--- src/rtl/lsu_queue_pkg.sv ---
// Shared constants for the load/store queue: size codes, memctrl flags, FSM
// states, and the byte-count, alignment and load-extension helpers.
package lsu_queue_pkg;

  localparam logic [1:0] SZ_BYTE = 2'd0;
  localparam logic [1:0] SZ_HALF = 2'd1;
  localparam logic [1:0] SZ_WORD = 2'd2;

  localparam logic MEM_READ  = 1'b0;
  localparam logic MEM_WRITE = 1'b1;

  typedef enum logic [0:0] {
    ST_IDLE = 1'b0,
    ST_WAIT = 1'b1
  } state_t;

  // Size code 3 is illegal and behaves as a word everywhere.
  function automatic logic [2:0] size_bytes(input logic [1:0] size);
    case (size)
      SZ_BYTE: size_bytes = 3'd1;
      SZ_HALF: size_bytes = 3'd2;
      SZ_WORD: size_bytes = 3'd4;
      default: size_bytes = 3'd4;
    endcase
  endfunction

  function automatic logic is_misaligned(input logic [1:0] size, input logic [1:0] lo);
    case (size)
      SZ_BYTE: is_misaligned = 1'b0;
      SZ_HALF: is_misaligned = lo[0];
      SZ_WORD: is_misaligned = (lo != 2'b00);
      default: is_misaligned = (lo != 2'b00);
    endcase
  endfunction

  function automatic logic [31:0] load_extend(input logic [31:0] raw, input logic [1:0] size,
                                              input logic uns);
    case (size)
      SZ_BYTE: load_extend = uns ? {24'd0, raw[7:0]}   : {{24{raw[7]}}, raw[7:0]};
      SZ_HALF: load_extend = uns ? {16'd0, raw[15:0]}  : {{16{raw[15]}}, raw[15:0]};
      SZ_WORD: load_extend = raw;
      default: load_extend = raw;
    endcase
  endfunction

endpackage

--- src/rtl/lsu_queue_req_fifo.sv ---
// Circular request buffer for the load/store queue. Holds one operation per
// entry plus a live flag that a misbranch clears on loads.
module lsu_req_fifo
  import lsu_queue_pkg::*;
#(
  parameter int DEPTH  = 4,
  parameter int ADDR_W = 32,
  parameter int DATA_W = 32,
  parameter int TAG_W  = 4,
  localparam int PW    = $clog2(DEPTH),
  localparam int CW    = PW + 1
) (
  input  logic              clk,
  input  logic              rst,
  input  logic              en,
  input  logic              push,
  input  logic              pop,
  input  logic              kill_loads,
  input  logic              push_we,
  input  logic [1:0]        push_size,
  input  logic              push_unsigned,
  input  logic [ADDR_W-1:0] push_addr,
  input  logic [DATA_W-1:0] push_data,
  input  logic [TAG_W-1:0]  push_tag,
  output logic              head_we,
  output logic [1:0]        head_size,
  output logic              head_unsigned,
  output logic [ADDR_W-1:0] head_addr,
  output logic [DATA_W-1:0] head_data,
  output logic [TAG_W-1:0]  head_tag,
  output logic              head_live,
  output logic [CW-1:0]     count
);

  logic              we_r   [DEPTH];
  logic [1:0]        size_r [DEPTH];
  logic              uns_r  [DEPTH];
  logic [ADDR_W-1:0] addr_r [DEPTH];
  logic [DATA_W-1:0] data_r [DEPTH];
  logic [TAG_W-1:0]  tag_r  [DEPTH];
  logic              live_r [DEPTH];
  logic [PW-1:0]     wr_ptr_r;
  logic [PW-1:0]     rd_ptr_r;
  logic [CW-1:0]     count_r;

  // Storage, pointers and occupancy; everything freezes while en is low.
  always_ff @(posedge clk) begin
    if (!rst) begin
      wr_ptr_r <= {PW{1'b0}};
      rd_ptr_r <= {PW{1'b0}};
      count_r  <= {CW{1'b0}};
      for (int i = 0; i < DEPTH; i++) begin
        live_r[i] <= 1'b0;
      end
    end else if (en) begin
      for (int i = 0; i < DEPTH; i++) begin
        if (kill_loads && !we_r[i]) begin
          live_r[i] <= 1'b0;
        end
      end
      if (push) begin
        we_r[wr_ptr_r]   <= push_we;
        size_r[wr_ptr_r] <= push_size;
        uns_r[wr_ptr_r]  <= push_unsigned;
        addr_r[wr_ptr_r] <= push_addr;
        data_r[wr_ptr_r] <= push_data;
        tag_r[wr_ptr_r]  <= push_tag;
        // A load arriving alongside a flush is born dead.
        live_r[wr_ptr_r] <= push_we || !kill_loads;
        wr_ptr_r         <= wr_ptr_r + PW'(1);
      end
      if (pop) begin
        rd_ptr_r <= rd_ptr_r + PW'(1);
      end
      case ({push, pop})
        2'b10:   count_r <= count_r + CW'(1);
        2'b01:   count_r <= count_r - CW'(1);
        default: count_r <= count_r;
      endcase
    end
  end

  assign head_we       = we_r[rd_ptr_r];
  assign head_size     = size_r[rd_ptr_r];
  assign head_unsigned = uns_r[rd_ptr_r];
  assign head_addr     = addr_r[rd_ptr_r];
  assign head_data     = data_r[rd_ptr_r];
  assign head_tag      = tag_r[rd_ptr_r];
  assign head_live     = live_r[rd_ptr_r];
  assign count         = count_r;

endmodule

--- src/rtl/lsu_queue.sv ---
// Buffered load/store unit: in-order queue, single-outstanding memctrl issue,
// load extension and CDB broadcast. LSU_ALIGN_CHECK_EN adds misalignment traps.
module lsu_queue
  import lsu_queue_pkg::*;
#(
  parameter int DEPTH  = 4,
  parameter int ADDR_W = 32,
  parameter int DATA_W = 32,
  parameter int TAG_W  = 4
) (
  input  logic              clk,
  input  logic              rst,
  input  logic              rdy,
  input  logic              in_valid,
  output logic              in_ready,
  input  logic              in_we,
  input  logic [1:0]        in_size,
  input  logic              in_unsigned,
  input  logic [ADDR_W-1:0] in_addr,
  input  logic [DATA_W-1:0] in_data,
  input  logic [TAG_W-1:0]  in_tag,
  input  logic              flush,
  output logic              mem_en,
  output logic              mem_we,
  output logic [2:0]        mem_size,
  output logic [ADDR_W-1:0] mem_addr,
  output logic [DATA_W-1:0] mem_wdata,
  input  logic              mem_done,
  input  logic [DATA_W-1:0] mem_rdata,
  output logic              cdb_valid,
  output logic [TAG_W-1:0]  cdb_tag,
  output logic [DATA_W-1:0] cdb_data
`ifdef LSU_ALIGN_CHECK_EN
  ,output logic             cdb_err
`endif
);

  localparam int CW = $clog2(DEPTH) + 1;
  localparam logic [CW-1:0] FULL_CNT = CW'(DEPTH);

  state_t            state_r, state_n;
  logic              push_s, pop_s, issue_s, retire_s, trap_s;
  logic              head_we_s, head_uns_s, head_live_s;
  logic [1:0]        head_size_s;
  logic [ADDR_W-1:0] head_addr_s;
  logic [DATA_W-1:0] head_data_s;
  logic [TAG_W-1:0]  head_tag_s;
  logic [CW-1:0]     count_s;

  assign in_ready = rdy && (count_s != FULL_CNT);
  assign push_s   = in_valid && in_ready;

  lsu_req_fifo #(
    .DEPTH (DEPTH),
    .ADDR_W(ADDR_W),
    .DATA_W(DATA_W),
    .TAG_W (TAG_W)
  ) u_fifo (
    .clk          (clk),
    .rst          (rst),
    .en           (rdy),
    .push         (push_s),
    .pop          (pop_s),
    .kill_loads   (flush),
    .push_we      (in_we),
    .push_size    (in_size),
    .push_unsigned(in_unsigned),
    .push_addr    (in_addr),
    .push_data    (in_data),
    .push_tag     (in_tag),
    .head_we      (head_we_s),
    .head_size    (head_size_s),
    .head_unsigned(head_uns_s),
    .head_addr    (head_addr_s),
    .head_data    (head_data_s),
    .head_tag     (head_tag_s),
    .head_live    (head_live_s),
    .count        (count_s)
  );

  // Next-state and per-cycle actions on the queue head.
  always_comb begin
    state_n  = state_r;
    pop_s    = 1'b0;
    issue_s  = 1'b0;
    retire_s = 1'b0;
    trap_s   = 1'b0;
    case (state_r)
      ST_IDLE: begin
        if (count_s == {CW{1'b0}}) begin
          state_n = ST_IDLE;
        end else if (!head_live_s || (flush && !head_we_s)) begin
          pop_s = 1'b1;
`ifdef LSU_ALIGN_CHECK_EN
        end else if (is_misaligned(head_size_s, head_addr_s[1:0])) begin
          pop_s  = 1'b1;
          trap_s = 1'b1;
`endif
        end else begin
          issue_s = 1'b1;
          state_n = ST_WAIT;
        end
      end
      ST_WAIT: begin
        if (mem_done) begin
          pop_s    = 1'b1;
          retire_s = !head_we_s && head_live_s && !flush;
          state_n  = ST_IDLE;
        end else begin
          state_n = ST_WAIT;
        end
      end
      default: state_n = ST_IDLE;
    endcase
  end

  // FSM state register.
  always_ff @(posedge clk) begin
    if (!rst) begin
      state_r <= ST_IDLE;
    end else if (rdy) begin
      state_r <= state_n;
    end
  end

  // Registered memctrl request and CDB broadcast.
  always_ff @(posedge clk) begin
    if (!rst) begin
      mem_en    <= 1'b0;
      mem_we    <= 1'b0;
      mem_size  <= 3'd0;
      mem_addr  <= {ADDR_W{1'b0}};
      mem_wdata <= {DATA_W{1'b0}};
      cdb_valid <= 1'b0;
      cdb_tag   <= {TAG_W{1'b0}};
      cdb_data  <= {DATA_W{1'b0}};
`ifdef LSU_ALIGN_CHECK_EN
      cdb_err   <= 1'b0;
`endif
    end else if (rdy) begin
      mem_en    <= issue_s;
      cdb_valid <= retire_s || trap_s;
`ifdef LSU_ALIGN_CHECK_EN
      cdb_err   <= trap_s;
`endif
      if (issue_s) begin
        mem_we    <= head_we_s ? MEM_WRITE : MEM_READ;
        mem_size  <= size_bytes(head_size_s);
        mem_addr  <= head_addr_s;
        mem_wdata <= head_data_s;
      end
      if (retire_s || trap_s) begin
        cdb_tag  <= head_tag_s;
        cdb_data <= trap_s ? {DATA_W{1'b0}} : load_extend(mem_rdata, head_size_s, head_uns_s);
      end
    end
  end

endmodule

--- config.mk ---
export PLATFORM = sky130hd
export DESIGN_NAME = lsu_queue
export DESIGN_NICKNAME = d
export VERILOG_FILES = /design/src/rtl/lsu_queue_pkg.sv /design/src/rtl/lsu_queue_req_fifo.sv /design/src/rtl/lsu_queue.sv
export SDC_FILE = /design/constraint.sdc
export NUM_CORES = 1
export LEC_CHECK = 0
export CAP_MARGIN = 20
export CORE_UTILIZATION = 51
export DETAILED_ROUTE_END_ITERATION = 16
export DONT_BUFFER_PORTS = 1
export PLACE_DENSITY = 0.72
export SYNTH_ARGS = -nofsm -noshare
export SYNTH_HDL_FRONTEND = slang
export SYNTH_SLANG_ARGS = --single-unit
--- constraint.sdc ---
create_clock -name clk -period 3.7 [get_ports clk]
set_input_delay 0.555 -clock clk [delete_from_list [all_inputs] [get_ports clk]]
set_output_delay 0.555 -clock clk [all_outputs]
set_load 0.02 [all_outputs]
# After elaboration in Yosys (flattened, before gate mapping)
# Memories as Yosys holds them, arrays and structs flattened. A register that Yosys moved wholly into a read port is not among the register bits.
# Index checks and enable logic that the tools add are counted.
[word_totals] reg_bits=46 latchBits=0 ram_bits=292 romBits=0 inputBits=110 output_inout_bits=107 elab_cells=108 n_memories=7
[memory_table] name="u_fifo.addr_r" depth=4 width=32 read_ports=1 rd_clocked_by_memory_dff=1 write_ports=1 line_no="lsu_queue_req_fifo.sv:38" source="logic [ADDR_W-1:0] addr_r [DEPTH];"
[memory_table] name="u_fifo.data_r" depth=4 width=32 read_ports=1 rd_clocked_by_memory_dff=1 write_ports=1 line_no="lsu_queue_req_fifo.sv:39" source="logic [DATA_W-1:0] data_r [DEPTH];"
[memory_table] name="u_fifo.tag_r" depth=4 width=4 read_ports=1 rd_clocked_by_memory_dff=1 write_ports=1 line_no="lsu_queue_req_fifo.sv:40" source="logic [TAG_W-1:0] tag_r [DEPTH];"
[memory_table] name="u_fifo.size_r" depth=4 width=2 read_ports=1 rd_clocked_by_memory_dff=1 write_ports=1 line_no="lsu_queue_req_fifo.sv:36" source="logic [1:0] size_r [DEPTH];"
[memory_table] name="u_fifo.live_r" depth=4 width=1 read_ports=1 rd_clocked_by_memory_dff=1 write_ports=5 line_no="lsu_queue_req_fifo.sv:41" source="logic live_r [DEPTH];"
[memory_table] name="u_fifo.uns_r" depth=4 width=1 read_ports=1 rd_clocked_by_memory_dff=1 write_ports=1 line_no="lsu_queue_req_fifo.sv:37" source="logic uns_r [DEPTH];"
[memory_table] name="+1 memories"
[op_classes] addsub=4 n_mul=0 div=0 order_cmp=0 eq_ne=4 shift=0 mux=50 n_bitwise=5 n_reduce_logical=29
[op_table] operator="2-to-1 mux 32 bit" n=2
[op_table] operator="one-hot mux 32 bit (2 select lines)" n=1
[op_table] operator="2-to-1 mux 1 bit" n=35
[op_table] operator="2-to-1 mux 2 bit" n=8
[op_table] operator="one-hot mux 3 bit (2 select lines)" n=2
[op_table] operator="zero test 1 bit" n=10
[op_table] operator="AND reduction 2 bit" n=5
[op_table] operator="logical AND 1 bit" n=9
[op_table] operator="adder 2 x 1 -> 2 bit (second input constant)" n=2
[op_table] operator="== test 2 x 1 -> 1 bit (second input constant)" n=2
[op_table] operator="bitwise OR 1 bit" n=4
[op_table] operator="one-hot mux 1 bit (2 select lines)" n=2
[op_table] operator="adder 3 x 1 -> 3 bit (second input constant)" n=1
[op_table] operator="zero test 3 bit" n=1
[op_table] operator="!= test 3 bit (second input constant)" n=1
[op_table] operator="subtractor 3 x 1 -> 3 bit (second input constant)" n=1
[op_table] operator="== test 2 bit (second input constant)" n=1
[op_table] operator="zero test 2 bit" n=1
[op_table] operator="logical OR 1 bit" n=2
[op_table] operator="nonzero test 2 bit" n=1
[op_table] operator="inverter 1 bit" n=1

# Depth between registers and ports, before layout
# Gate-level depths: netlist of run 1.
[depth] ltp_word=9 ltp_mapped=13 ltp_nobuf=11

# Cells and area by module
# Synthesis of run 1 repeated with hierarchy kept, for this count alone.
[hier_totals] hier_cells=912 area_unflattened_um2=15481.1
[modules_own_cells] mod="lsu_req_fifo" instances=1 cells_each=444 area_per_inst_um2=11124.4 seq_area_each_um2=8918.6
[modules_own_cells] mod="lsu_queue" instances=1 cells_each=468 area_per_inst_um2=4356.7 seq_area_each_um2=2142.1

# Worst setup path after synthesis of run 1
# No wires, ideal clock.
[synth_timing] path_type="in2reg" startpoint="input rdy" endpoint="memory u_fifo.addr_r[0][0], enable pin" setup_ns=0.440 t_arrival_ns=2.904 t_required_ns=3.260 path_slack_ns=0.355 cell_stages=3 path_buffers=1 path_cell_list="clkbuf_1 > o311a_1 > and3_1"
[synth_between] elab_chain_cells=6
[synth_rtl] item="from (decl)" line_no="lsu_queue.sv:13" source="input logic rdy,"
[synth_rtl] item="logical AND 1 bit" line_no="lsu_queue.sv:50" source="assign in_ready = rdy && (count_s != FULL_CNT);"
[synth_rtl] item="logical AND 1 bit" line_no="lsu_queue.sv:51" source="assign push_s = in_valid && in_ready;"
[synth_rtl] item="2-to-1 mux 1 bit" line_no="lsu_queue_req_fifo.sv:61" source="if (push) begin"
[synth_rtl] item="2-to-1 mux 1 bit *" line_no="lsu_queue_req_fifo.sv:55" source="end else if (en) begin"
[synth_rtl] item="2-to-1 mux 1 bit *" line_no="lsu_queue_req_fifo.sv:48" source="if (!rst) begin"
[synth_rtl] item="2-to-1 mux 1 bit (not written as such) *" line_no="lsu_queue_req_fifo.sv:65" source="addr_r[wr_ptr_r] <= push_addr;"
[synth_rtl] item="to (decl)" line_no="lsu_queue_req_fifo.sv:38"
# Mark *: on every way between the ends. The rest lies on a longest branch, timed or not.

==> impl_metrics.py, run 1 <==
metrics = {
    "global_route": {
        "grt_pass1_vias": 8344,
        "grt_pass1_wl_mm": 47.7,
        "antenna_found_initial": 0,
        "grt_use_total_pct": 20.3,
        "grt_max_degree": 127,
        "grt_overflow": 0,
    },
    "sta": {
        "worstMarginPinSlew_ns": 1.08,
        "fin_skew_ns": 0.00868,
        "finalCritPeriodShare_pct": 70.5,
        "relSlewSlack_pct": 28.0,
        "rsz0062_at_grt": "false",
        "final.min_clock_period_ns": 2.61,
        "tns_ns": 0,
        "fmax_ghz": 0.383,
        "slew_violations": 0,
        "hold_viol_final": 0,
        "setup_viol": 0,
    },
    "clock_tree": {
        "cts_root_buffer": "clkbuf_16",
        "cts.sinks": 408,
        "clk-insertion-delay-late_ns": 0.52,
        "cts_resized": 0,
        "cts.clk_slew.worst_paths_ns": 0.06,
        "cts_hold_buf": 0,
        "cts_buffer_depth": 3,
        "cts.htree.levels": 2,
        "cts_tree": "yes",
        "cts_setup_buffers": 0,
        "cts_buffers": 41,
    },
    "placement": {
        "gp_congestion": 0.718,
        "dp_cells": 1278,
        "hpwlAfterDp_mm": 17.8,
        "io_buffers": 0,
    },
    "worst_setup_path": {
        "critical-path-top-delay-family": "multiplexers",
        "crit_path_start_kind": "register",
        "cp_slowest_stage_delay_ns": 0.62,
        "critPathKind": "reg -> reg",
        "crit_fanout": 7,
        "cpMostUsedCell": "nand2_1",
        "crit_arrival_ns": 3.02,
        "end_kind": "register",
        "worst_ep_required_time_ns": 4.11,
        "critPathBufInv": 1,
        "crit_path_top_delay_cell": "mux4_2",
        "path_cells": "mux4_2 > o221ai_4 > nand2_1 > nand2_1 > ha_1 > inv_1 > fa_1 > xnor2_1 > nand2_1 > xnor2_1 > and2_1",
    },
    "floorplanning": {
        "die_w_um": 176,
        "start_util_pct": 51.9,
        "die_h_um": 176,
        "io_pins": 217,
        "die_area_um2": 30900,
        "design.core.area_um2": 29700,
        "placement_rows": 63,
    },
    "detailed_routing": {
        "vias": 8069,
        "drtIter0Drc": 517,
        "finalWirelength_mm": 31.3,
        "wl_per_cell_um": 23.1,
        "dr.pass1.iters": 5,
        "antenna_left": 0,
        "vias_per_cell": 5.97,
        "route.detailed.drc": 0,
    },
    "synth": {
        "yosysTopAreaCellShare_pct": 56.3,
        "yosysWarningCount": 0,
        "syn-instance-count": 942,
        "synth_seq_area_share_pct": 71.7,
        "synth-seq-cells": 408,
        "avgSynthCellArea_um2": 16.4,
        "syn_nets": 1058,
        "syn_area_um2": 15400,
        "synth.distinct_cells": 44,
        "synthTopCellsByArea": "edfxtp_1, dfxtp_1, mux4_2, a21boi_0, o21ai_0",
        "synth_top_area_cell": "edfxtp_1",
    },
    "power": {
        "vdd_drop_max_uv": 484,
        "power_leakage_nw": 5.29,
        "p_per_area_nw_per_um2": 594,
    },
    "cells_and_area": {
        "nNetsFinal": 1047,
        "fill_cells": 2223,
        "synthToLayoutAreaGrowth_pct": 11.0,
        "ff_latch_area_um2": 11100,
        "drive_above_1_share_pct": 17.5,
        "finalNonFillerCells": 1352,
        "num_antenna_cells": 0,
        "multi_input_area_um2": 4030,
    },
    "min_path": {
        "hold_path.class": "in -> reg",
    },
    "job": {
        "cap_violations": 0,
    },
    "run_status": {
        "status": "finished, final reports clean",
    },
}
## synthesized netlist by cell type (all sizes together)
cell type / number
edfxtp: 289
dfxtp: 119
o21ai: 92
mux4: 73
a21boi: 70
nand3: 69
clkbuf: 47
nand2: 36
buf: 27
mux2i: 18
nor2b: 17
a31oi: 16
inv: 10
a21oi: 9
ha: 5
and3: 4
nand2b: 4
o211ai: 4
or3: 4
xnor2: 4
and2: 3
nand4b: 3
mux2: 2
nand4: 2
nor2: 2
fa: 1
nand3b: 1
nor3: 1
nor4b: 1
o211a: 1
o21a: 1
o221a: 1
o221ai: 1
o22ai: 1
o311a: 1
o31a: 1
o41a: 1
or2: 1
## state kept, by name (all words and copies together), names as in the netlist, named ones only
name             count
u_fifo.data_r      128
u_fifo.wr_ptr_r      2
cdb_valid            1
mem_size             3
mem_addr            32
u_fifo.addr_r      128
u_fifo.size_r        8
u_fifo.uns_r         4
u_fifo.count         3
u_fifo.tag_r        16
u_fifo.rd_ptr_r      2
mem_wdata           32
mem_en               1
u_fifo.we_r          4
cdb_tag              4
state_r              1
cdb_data            32
u_fifo.live_r        4
mem_we               1
## where the power goes
| group | leakage, nW | switching [W] | total (W) | internal (W) |
|---|---|---|---|---|
| clock | 0.634 | 0.00163 | 0.00391 | 0.00228 |
| sequential | 3.57 | 0.000197 | 0.00522 | 0.00502 |
| combinational | 1.09 | 0.000563 | 0.00103 | 0.000464 |
## placed cells by master (no fill, tap or decap), types with 17 or more instances in the layout
cell type / count
edfxtp_1: 289
dfxtp_1: 117
o21ai_0: 92
mux4_2: 73
nand3_1: 68
a21boi_0: 63
clkbuf_16: 42
nand2_1: 36
mux2i_1: 18
nor2b_1: 17
## per-stage QoR
| step | area (µm²) | utilization, % | total power (W) | setup slack [ns] | hold WS (ns) |
|---|---|---|---|---|---|
| after CTS | 17100 | 57.6 | 0.0103 | 1.05 | 0.109 |
| after detailed placement | 15800 | 53.2 | 0.00636 | 1.09 | 0.498 |
| after global routing | 17100 | 57.6 | 0.0105 | 0.878 | 0.106 |
| final | 17100 | 57.6 | 0.0102 | 1.09 | 0.129 |
| after floorplan | 15400 | - | 0.00607 | 0.355 | 0.466 |
| after global placement | 15800 | 53.2 | 0.00634 | 1.11 | 0.486 |
## cell families after synthesis
kind of cell    count (synthesis)  synth area share [%]
flops                         408                  71.7
buf+inv                        84                  2.47
fa+ha+maj                       6                 0.536
simple gates                  148                  4.93
compound gates                199                  8.12
mux                            93                  12.0
xor+xnor                        4                 0.227
## worst reg2reg max path: cells and delay by family, from the launching register on
family                     cells  cell delay, ns
muxes                          1            0.63
adders and majority gates      2            0.54
buffers and inverters          1            0.06
DFF                            1            0.55
xor gates and xnor gates       2            0.27
and+or+nand+nor                4            0.38
AOI/OAI and AO/OA              1            0.09
## layout make-up
| cell class | count | area share [%] |
|---|---|---|
| sequential | 408 | 64.7 |
| multi-input combinational | 450 | 23.5 |
| clock buffer | 59 | 6.87 |
| tap | 390 | 2.85 |
| timing repair buffer | 20 | 1.17 |
| clock inverter | 15 | 0.658 |
| inverter | 10 | 0.227 |
## final timing paths
path / startpoint / end / slack, ns / cells past startpoint
max: register / u_fifo.count[2]$_SDFFE_PN0P_ / 1.09 / 11
min: in_data[22] / u_fifo.data_r[3][22]$_DFFE_PP_ / 0.13 / 0
max reg2reg: register / u_fifo.count[2]$_SDFFE_PN0P_ / 1.09 / 11
min reg2reg: u_fifo.live_r[1]$_DFF_P_ / u_fifo.live_r[1]$_DFF_P_ / 0.51 / 2
## routing by layer
layer	share of wire [%]	GRT usage, %	wire length (µm)	vias to the layer above
met3	9.1	6.60	2840	40
met4	1.6	4.93	512	0
met2	48	33.0	14900	299
met1	42	26.5	13000	4096
li1	-	-	-	3634
met5	0	0	0	-
(Power assumes the default switching activity.)
==> run 2: changes to the inputs <==
--- a/config.mk
+++ b/config.mk
@@ -5,6 +5,7 @@
 export SDC_FILE = /design/constraint.sdc
 export NUM_CORES = 1
 export LEC_CHECK = 0
+export ABC_AREA = 1
 export CAP_MARGIN = 20
 export CORE_UTILIZATION = 51
 export DETAILED_ROUTE_END_ITERATION = 16
==> constraint.sdc (replaced) <==
create_clock -name clk -period 2.5 [get_ports clk]
set_input_delay 0.375 -clock clk [delete_from_list [all_inputs] [get_ports clk]]
set_output_delay 0.375 -clock clk [all_outputs]
set_load 0.02 [all_outputs]
==> impl_metrics.py, run 2 <==
metrics = {
    "power": {
        "vdd_drop_max_uv": 607,
        "power.internal_w": 0.0121,
        "p_per_area_nw_per_um2": 909,
        "switchingPower_w": 0.00429,
        "seq_power_share_pct": 46.7,
        "clkPwrFrac_pct": 38.2,
        "p_comb_share_pct": 15.0,
        "swShare_pct": 26.2,
        "power_leakage_nw": 6.26,
    },
    "cells_and_area": {
        "nNetsFinal": 1491,
        "fill_cells": 2186,
        "largestRegisters": "u_fifo.addr_r: 128 flops, u_fifo.data_r: 128 flops",
        "finalNonFillerCells": 1793,
        "final_common_cell": "nor2_1",
        "final_cell_mix": "nor2_1, edfxtp_1, o21ai_0",
        "drive_above_1_share_pct": 8.31,
        "synthToLayoutAreaGrowth_pct": 18.7,
    },
    "detailed_routing": {
        "vias_per_cell": 5.61,
        "finalWirelength_mm": 33.9,
        "antenna_left": 0,
        "route.detailed.drc": 0,
        "wl_per_cell_um": 18.9,
        "drtIter0Drc": 834,
        "vias": 10100,
        "dr.pass1.iters": 5,
    },
    "clock_tree": {
        "cts_tree": "yes",
        "cts_buffers": 41,
        "cts_buffer_depth": 3,
        "cts_root_buffer": "clkbuf_16",
        "cts.sinks": 408,
        "clk-insertion-delay-late_ns": 0.53,
        "cts.htree.levels": 2,
        "cts.clk_slew.worst_paths_ns": 0.06,
        "cts_setup_buffers": 0,
    },
    "synth": {
        "avgSynthCellArea_um2": 11.7,
        "synth_edf_count": 289,
        "syn_nets": 1414,
        "synth-main-ff-cell": "edfxtp_1",
        "syn-instance-count": 1298,
        "synth.distinct_cells": 28,
        "synth_top_area_cell": "edfxtp_1",
        "synth_seq_area_share_pct": 72.7,
        "synthTopCellsByArea": "edfxtp_1, dfxtp_1, nor2_1, o21ai_0, o32ai_1",
        "synth-seq-cells": 408,
        "synthArstFlopShare_pct": 0,
        "synthTopCellsByCount": "nor2_1, edfxtp_1, o21ai_0",
        "yosysWarningCount": 0,
        "yosysTopAreaCellShare_pct": 57.1,
        "syn_area_um2": 15200,
        "yosysMostFrequentCell": "nor2_1",
    },
    "worst_setup_path": {
        "crit_end": "u_fifo.count[2]$_SDFFE_PN0P_",
        "crit_path_top_delay_cell": "dfxtp_2",
        "reg2reg_slack_ns": 0.30,
        "cpMostUsedCell": "nand2_1",
        "end_kind": "register",
        "critPathBufInv": 2,
        "crit_path_start_kind": "register",
        "cp_num_cells": 15,
        "cp_slowest_stage_delay_ns": 0.37,
        "rr_worst_depth": 15,
        "crit_arrival_ns": 2.61,
        "critical-path-top-delay-family": "simple AND/OR/NAND/NOR gates",
        "worst_ep_required_time_ns": 2.91,
        "reg2reg_to": "u_fifo.count[2]$_SDFFE_PN0P_",
        "crit_fanout": 9,
        "path_cells": "inv_2 > nand2_1 > nand3_1 > nand2_2 > nand2_1 > nand2_2 > nand2_1 > nand2_1 > ha_1 > inv_1 > fa_1 > a21oi_1 > o21ai_0 > o21ai_0 > a21oi_1",
        "critPathKind": "reg -> reg",
    },
    "global_route": {
        "grt_pass1_vias": 9961,
        "use_met1_pct": 28.3,
        "grt_max_degree": 139,
        "busiest_layer": "met2",
        "grt_use_met2_pct": 38.1,
        "antenna_found_initial": 2,
        "grt_overflow": 0,
        "grt_use_met3_pct": 4.79,
        "grt_pass1_wl_mm": 52.9,
        "grt_use_total_pct": 22.1,
    },
    "sta": {
        "rsz0062_at_grt": "false",
        "worstMarginPinSlew_ns": 0.773,
        "slew_violations": 0,
        "hold_viol_final": 0,
        "fmax_ghz": 0.454,
        "relSlewSlack_pct": 48.4,
        "holdWs_ns": 0.0226,
        "finalCritPeriodShare_pct": 88.1,
        "setup_viol": 0,
        "tns_ns": 0,
        "final.min_clock_period_ns": 2.20,
        "fin_skew_ns": 0.0209,
        "worst_slack_ns": 0.297,
    },
    "floorplanning": {
        "start_util_pct": 52.4,
        "design.core.area_um2": 29000,
        "die_area_um2": 30500,
        "die_w_um": 175,
        "io_pins": 217,
        "placement_rows": 62,
        "die_h_um": 175,
    },
    "placement": {
        "pre_cts_slack_ns": 0.253,
        "io_buffers": 0,
        "dp_cells": 1629,
        "gp_congestion": 0.805,
        "hpwlAfterDp_mm": 18.5,
    },
    "min_path": {
        "hold_path.class": "in -> reg",
        "hold_depth": 2,
        "worstHoldStart": "mem_rdata[10]",
    },
    "job": {
        "cap_violations": 0,
    },
    "run_status": {
        "status": "finished, final reports clean",
    },
}
[run 2: cell types whose count changed after synthesis, sizes merged, moves of 18 or more]
cell and delta:
nand3 -56, nor2 +388, mux2i -18, a21boi -70, mux4 -73, o21ai +82, nand2 +58, a21oi +24
o32ai +68
[run 2: timing repair]
action / in CTS / in global routing
hold endpoints to repair: 393 / 0
hold buffers: 87 / 0
endpoints found under the setup margin: 0 / 1
gates resized for setup: 0 / 1
[run 2: worst min path at each step]
stage,slack [ns],to
floorplan,0.46,state_r$_SDFFE_PN0P_
global placement,0.47,state_r$_SDFFE_PN0P_
detailed placement,0.47,u_fifo.data_r[2][11]$_DFFE_PP_
CTS,0.003,cdb_data[8]$_SDFFE_PN0P_
global route,0.009,cdb_data[8]$_SDFFE_PN0P_
finish,0.02,cdb_data[10]$_SDFFE_PN0P_
[run 2: logic make-up after synthesis]
| family | after synthesis | synth area share, % |
|---|---|---|
| AO/OA/AOI/OAI | 281 | 11.1 |
| XOR/XNOR | 1 | 0.0576 |
| adder cells (fa/ha/maj) | 6 | 0.543 |
| buffers and inverters | 103 | 3.00 |
| flip-flops | 408 | 72.7 |
| AND/OR/NAND/NOR | 499 | 12.6 |
[run 2: metrics by stage]
stage / area [µm²] / util (%) / power, W
2_1_floorplan: 15300 / - / 0.00949
3_3_place_gp: 15800 / 54.3 / 0.0100
3_5_place_dp: 15800 / 54.3 / 0.0101
4_1_cts: 18000 / 62.2 / 0.0165
5_1_grt: 18100 / 62.2 / 0.0171
6_report: 18100 / 62.2 / 0.0164
[run 2: metal layers]
metal / up-vias / share of wire, %
li1: 4741 / -
met3: 42 / 7.1
met1: 4937 / 42
met4: 0 / 1.4
met5: - / 0
met2: 344 / 49
[run 2: layout make-up]
cell class	instances	area, µm²	share of cell area, %
Antenna cell	1	2.50	0.0139
Clock buffer	59	1220	6.74
Clock inverter	17	191	1.06
Inverter	23	93.8	0.520
Multi-Input combinational cell	787	3740	20.7
Sequential cell	408	11100	61.3
Tap cell	384	480	2.66
Timing Repair Buffer	114	1250	6.94
[run 2: power groups by stage]
stage	registers (W)	clock network [W]	logic, W
6_report	0.00767	0.00627	0.00247
5_1_grt	0.00769	0.00667	0.00275
4_1_cts	0.00767	0.00638	0.00248
3_5_place_dp	0.00782	0	0.00227
3_3_place_gp	0.00781	0	0.00222
2_1_floorplan	0.00775	0	0.00174
